==> src/rtl/rca_seq_pkg.sv <==
// rtl/rca_seq_pkg.sv - shared types, constants and width check for the sequential nibble adder
package rca_seq_pkg;

    typedef enum logic [1:0] {
        IDLE = 2'd0,
        RUN  = 2'd1,
        DONE = 2'd2
    } state_t;

    localparam int SLICE_W = 4;

    // A legal width is a whole number of slices, at least one slice wide
    function automatic bit width_ok(input int w);
        return (w >= SLICE_W) && ((w % SLICE_W) == 0);
    endfunction

endpackage

==> src/rtl/nibble_add4.sv <==
// rtl/nibble_add4.sv - 4-bit ripple-carry adder slice exposing the carry into its top bit
module nibble_add4 (
    input  logic [3:0] a,
    input  logic [3:0] b,
    input  logic       ci,
    output logic [3:0] s,
    output logic       co,
    output logic       c3
);

    logic [4:0] c;

    // Ripple chain: c[i] is the carry into bit i
    always_comb begin
        c    = '0;
        s    = '0;
        c[0] = ci;
        for (int i = 0; i < 4; i++) begin
            s[i]     = a[i] ^ b[i] ^ c[i];
            c[i + 1] = (a[i] & b[i]) | (c[i] & (a[i] ^ b[i]));
        end
    end

    assign co = c[4];
    assign c3 = c[3];

endmodule

==> src/rtl/rca_seq_add_ctrl.sv <==
// rtl/rca_seq_add_ctrl.sv - wide adder time-multiplexed over one nibble slice; optional subtract via RCA_SUB_EN
module rca_seq_add_ctrl
    import rca_seq_pkg::*;
#(
    parameter int WIDTH = 16
) (
    input  logic             clk,
    input  logic             rst_n,
    input  logic             in_valid,
    output logic             in_ready,
    input  logic [WIDTH-1:0] a,
    input  logic [WIDTH-1:0] b,
    input  logic             cin,
`ifdef RCA_SUB_EN
    input  logic             op_sub,
`endif
    output logic             out_valid,
    input  logic             out_ready,
    output logic [WIDTH-1:0] sum,
    output logic             cout,
    output logic             ovf
);

    localparam int N     = WIDTH / SLICE_W;
    localparam int IDX_W = (N > 1) ? $clog2(N) : 1;
    localparam logic [IDX_W-1:0] LAST_IDX = IDX_W'(N - 1);

    if (!width_ok(WIDTH)) begin : g_bad_width
        $error("rca_seq_add_ctrl: WIDTH must be a multiple of 4 and at least 4");
    end

    state_t             state;
    state_t             state_nx;
    logic [WIDTH-1:0]   a_q;
    logic [WIDTH-1:0]   b_q;
    logic [WIDTH-1:0]   sum_q;
    logic               carry_q;
    logic [IDX_W-1:0]   idx;
    logic               cout_q;
    logic               ovf_q;

    logic [SLICE_W-1:0] sl_a;
    logic [SLICE_W-1:0] sl_b;
    logic [SLICE_W-1:0] sl_s;
    logic               sl_co;
    logic               sl_c3;
    logic               last_slice;
    logic               b_inv;
    logic               carry_init;

    assign sl_a       = a_q[idx*SLICE_W +: SLICE_W];
    assign sl_b       = b_q[idx*SLICE_W +: SLICE_W];
    assign last_slice = (idx == LAST_IDX);

`ifdef RCA_SUB_EN
    // Subtraction is a + ~b + 1; cin is overridden by the forced carry
    assign b_inv      = op_sub;
    assign carry_init = op_sub ? 1'b1 : cin;
`else
    assign b_inv      = 1'b0;
    assign carry_init = cin;
`endif

    nibble_add4 u_slice (
        .a  (sl_a),
        .b  (sl_b),
        .ci (carry_q),
        .s  (sl_s),
        .co (sl_co),
        .c3 (sl_c3)
    );

    // State register
    always_ff @(posedge clk or negedge rst_n) begin
        if (!rst_n) begin
            state <= IDLE;
        end else begin
            state <= state_nx;
        end
    end

    // Next-state: accept in IDLE, walk the slices in RUN, hold in DONE until taken
    always_comb begin
        state_nx = state;
        case (state)
            IDLE:    if (in_valid)   state_nx = RUN;
            RUN:     if (last_slice) state_nx = DONE;
            DONE:    if (out_ready)  state_nx = IDLE;
            default: state_nx = IDLE;
        endcase
    end

    // Datapath: latch operands on accept, then one nibble of sum per RUN cycle
    always_ff @(posedge clk or negedge rst_n) begin
        if (!rst_n) begin
            a_q     <= '0;
            b_q     <= '0;
            sum_q   <= '0;
            carry_q <= 1'b0;
            idx     <= '0;
            cout_q  <= 1'b0;
            ovf_q   <= 1'b0;
        end else begin
            case (state)
                IDLE: begin
                    if (in_valid) begin
                        a_q     <= a;
                        b_q     <= b_inv ? ~b : b;
                        carry_q <= carry_init;
                        idx     <= '0;
                    end
                end
                RUN: begin
                    sum_q[idx*SLICE_W +: SLICE_W] <= sl_s;
                    carry_q                       <= sl_co;
                    if (last_slice) begin
                        cout_q <= sl_co;
                        ovf_q  <= sl_c3 ^ sl_co;
                        idx    <= '0;
                    end else begin
                        idx <= idx + 1'b1;
                    end
                end
                default: ;
            endcase
        end
    end

    // Handshake flags are pure decodes of the state register
    assign in_ready  = (state == IDLE);
    assign out_valid = (state == DONE);
    assign sum       = sum_q;
    assign cout      = cout_q;
    assign ovf       = ovf_q;

endmodule

==> config.mk <==
export PLATFORM = sky130hd
export DESIGN_NAME = rca_seq_add_ctrl
export DESIGN_NICKNAME = d
export VERILOG_FILES = /design/src/rtl/rca_seq_pkg.sv /design/src/rtl/nibble_add4.sv /design/src/rtl/rca_seq_add_ctrl.sv
export SDC_FILE = /design/constraint.sdc
export NUM_CORES = 1
export LEC_CHECK = 0
export BUFFER_PORTS_ARGS = -buffer_cell sky130_fd_sc_hd__buf_2
export CORE_MARGIN = 5
export CORE_UTILIZATION = 40
export CTS_CLUSTER_DIAMETER = 50
export DETAILED_ROUTE_END_ITERATION = 7
export HOLD_SLACK_MARGIN = 0.15
export PLACE_DENSITY_LB_ADDON = 0.15
export REMOVE_ABC_BUFFERS = 1
export SLEW_MARGIN = 20
export SYNTH_ARGS = -nofsm -noshare
export SYNTH_HDL_FRONTEND = slang
export SYNTH_SLANG_ARGS = --single-unit
export TNS_END_PERCENT = 10
==> constraint.sdc <==
create_clock -name clk -period 7.8 [get_ports clk]
set_input_delay 0.39 -clock clk [delete_from_list [all_inputs] [get_ports clk]]
set_output_delay 0.39 -clock clk [all_outputs]
set_load 0.03 [all_outputs]
==> metrics.md <==
| Metric | Value |
|---|---|
| Top post-synthesis cells by count | dfrtp_1 (55), mux2_2 (37), inv_1 (13) |
| Die H | 92.0 um |
| Reg2Reg Setup Slack | 4.61 ns |
| DP Worst Slack | 4.59 ns |
| Cell taking the most area after synthesis | dfrtp_1 |
| Finish-stage setup viols | 0 |
| PD cells | 480 mW/mm^2 |
| Total GRT Usage | 13.7% |
| Antenna-violating nets left | 0 |
| Residual DRC count | 0 |
| Detail-routed net length per standard cell | 16.8 um |
| Worst Slack Setup Final | 4.61 ns |
| Initial antenna violation count | 0 |
| Max_cap viols | 0 |
| Die area | 0.00845 sq mm |
| CTS Hold Buffers Added | 0 |
| FP Rows | 29 |
| Syn Std Cell Area | 0.00269 sq mm |
| Multi-input gate area | 0.00118 sq mm |
| Core Area | 0.00646 sq mm |
| Clk slew on worst S/H paths | 0.10 ns |
| Vias/cell | 5.23 |
| Reg2reg end | sum[7]$_DFFE_PN0P_ |
| Total congestion overflow | 0 |
| Setup tns final | 0 ns |
| Crit path DAT | 3.39 ns |
| IO buf count | 56 |
| Gate Count Post-Synth | 183 |
| Latest clock arrival within the worst-skew pair | 0.31 ns |
| Post-Route WL | 5.34 mm |
| Area contributors post-synth | dfrtp_1 (51%), mux2_2 (16%), mux4_2 (6.7%) |
| Max IR drop VDD | 0.000193 V |
| Clock Path Buffers | 2 |
| Sequential cell area | 0.00138 sq mm |
| Worst slew pin tran | 0.689 ns |
| # clock sinks | 55 |
| Boundary Pins | 57 |
| CTS Buf Count | 5 |
| Synth top area share | 51.2% |
| Largest net degree at the start of global routing | 56 |
| Final worst-path cycle share | 40.9% |
| Worst-path maximum fanout | 22 |
| Area Overhead vs Synth | 15.0% |
| Worst min path class | input pin to async pin |
| Post-synth top flop | dfrtp_1 |
| Endpoints failing hold | 0 |
| Fin nets | 287 |
| Clock root cell | clkbuf_8 |
| CP Class | flip-flop to flip-flop |
| Syn Area/Cell | 14.7 sq um |
| Rel. slew slack | 54.0% |
| First-pass GRT wire length | 9.36 mm |
| Die width | 92.0 um |
| Most numerous cell in the Yosys netlist | dfrtp_1 |
| Ys async rst share | 100% |
| Final Max Tran Viols | 0 |
| Post-CTS setup buffer count | 0 |
| Achievable Freq | 313 MHz |
| Yosys cell types | 30 |
| Critical path launch point type | flip-flop |
| Yosys reg bits | 55 |
| Worst EP required | 8.00 ns |
| Initial Util | 41.6% |
| Leakage | 1.46 nW |
| DRT iter0 DRCs | 52 |
| EDFF count, synth | 0 |
| Min cycle time layout | 3.19 ns |
| TritonCTS clock tree | yes |
| Vias in the first global route | 1877 |
| Share of cells above drive strength 1 | 47.3% |
| DRT Pass-1 Iters | 4 |
| H-Tree Depth | 2 |
| RSZ-0062 raised after global routing | no |
| Cells on worst reg2reg path | 12 |
| Antenna cells | 0 |
| Endpoint class of the critical path | flip-flop |
| PostCTS Resize Cnt | 0 |
| DP HPWL | 3.82 mm |
| Yosys warning total | 0 |
| Fillcell total | 619 |
| Final GP Congestion | 0.693 |
| Vias | 1663 |
| Outcome | complete, no violations |
| Sequential area share after synthesis | 51.2% |
| Launching point of the worst reg2reg path | idx[0]$_DFFE_PN0P_ |
| Clk_skew | 0.00374 ns |
## critical path, stage by stage (launching register included)
cell and delay [ns]:
dfrtp_1 0.34, buf_4 0.29, mux4_2 0.53, inv_1 0.09, fa_1 0.16, inv_1 0.05
fa_1 0.35, inv_1 0.07, fa_1 0.20, inv_1 0.06, fa_1 0.49, and4b_1 0.21
mux2_2 0.25
## power breakdown
group	internal [mW]	total [mW]	leakage [nW]	switching, mW
Sequential	0.416	0.504	0.681	0.0880
Clock	0.0630	0.155	0.0412	0.0924
Combinational	0.395	0.824	0.735	0.429
## layer usage
metal  GRT usage [%]  part of all wire [%]  up-vias
met5               0                     0        -
met4            5.32                   1.6        0
met3            2.95                   4.3        6
met2            21.7                    49       44
met1            18.6                    45      833
li1                -                     -      780
## worst max path at each step
stage | slack, ns | startpoint | to | depth (start not counted)
2_1_floorplan | 4.51 | idx[0]$_DFFE_PN0P_ | sum[7]$_DFFE_PN0P_ | 11
3_3_place_gp | 4.64 | idx[0]$_DFFE_PN0P_ | sum[7]$_DFFE_PN0P_ | 12
3_5_place_dp | 4.59 | idx[0]$_DFFE_PN0P_ | sum[7]$_DFFE_PN0P_ | 12
4_1_cts | 4.57 | idx[0]$_DFFE_PN0P_ | sum[7]$_DFFE_PN0P_ | 12
5_1_grt | 4.42 | idx[0]$_DFFE_PN0P_ | sum[7]$_DFFE_PN0P_ | 12
6_report | 4.61 | idx[0]$_DFFE_PN0P_ | sum[7]$_DFFE_PN0P_ | 12
## cells by family after synthesis
kind of cell / Yosys count / synth area share (%)
flops: 55 / 51.2
compound gates: 17 / 5.82
mux: 47 / 23.1
fa+ha+maj: 10 / 5.78
xor+xnor: 1 / 0.326
simple gates: 31 / 8.94
buf+inv: 22 / 4.84
## area by class of cell
cell class              instances  area share, %
clock buffers                   6           2.35
clock inverters                 2          0.405
inverters                      13           1.58
multi-input cells             106           38.2
flip-flops and latches         55           44.6
well taps                      77           3.12
repair buffers                 59           9.80
## cells in the final DEF, fill, tap and decap left out
cell type   synthesis  routed
buf_2               2      56
dfrtp_1            55      55
mux2_2             37      37
inv_1              13      13
a32o_1             11      11
mux4_2              8       8
nor2b_1             7       7
ha_1                6       6
nand3b_1            5       5
and2_1              5       5
clkbuf_8            0       5
fa_1                4       4
nor4bb_1            3       3
buf_4               2       3
nor2_1              2       2
mux2_1              2       2
nor3b_1             2       2
and4b_1             2       2
nand2b_1            1       1
nor3b_4             1       1
o21ai_0             1       1
nor2b_2             1       1
o21bai_1            1       1
a222oi_1            1       1
o31ai_1             1       1
xnor2_1             1       1
and3b_1             1       1
nor3b_2             1       1
a22o_1              1       1
a21o_1              1       1
clkbuf_1            0       1
clkinvlp_4          0       1
clkinv_2            0       1
## sequential cells by signal, summed over array words and instances, names as in the netlist
signal   cells
state        2
carry_q      1
idx          2
ovf          1
a_q         16
b_q         16
sum         16
cout         1
## through the flow
| step | cells | power [mW] | instance area (sq um) | hold slack (ns) | utilization, % |
|---|---|---|---|---|---|
| after floorplan | 174 | 1.10 | 2610 | 0.0944 | - |
| after global placement | 310 | 1.33 | 3000 | 0.467 | 46.5 |
| after detailed placement | 310 | 1.34 | 3000 | 0.479 | 46.5 |
| after CTS | 318 | 1.50 | 3090 | 0.231 | 47.8 |
| after global routing | 318 | 1.60 | 3090 | 0.277 | 47.8 |
| final | 318 | 1.48 | 3090 | 0.205 | 47.8 |
Power figures use the tool's default switching activity.
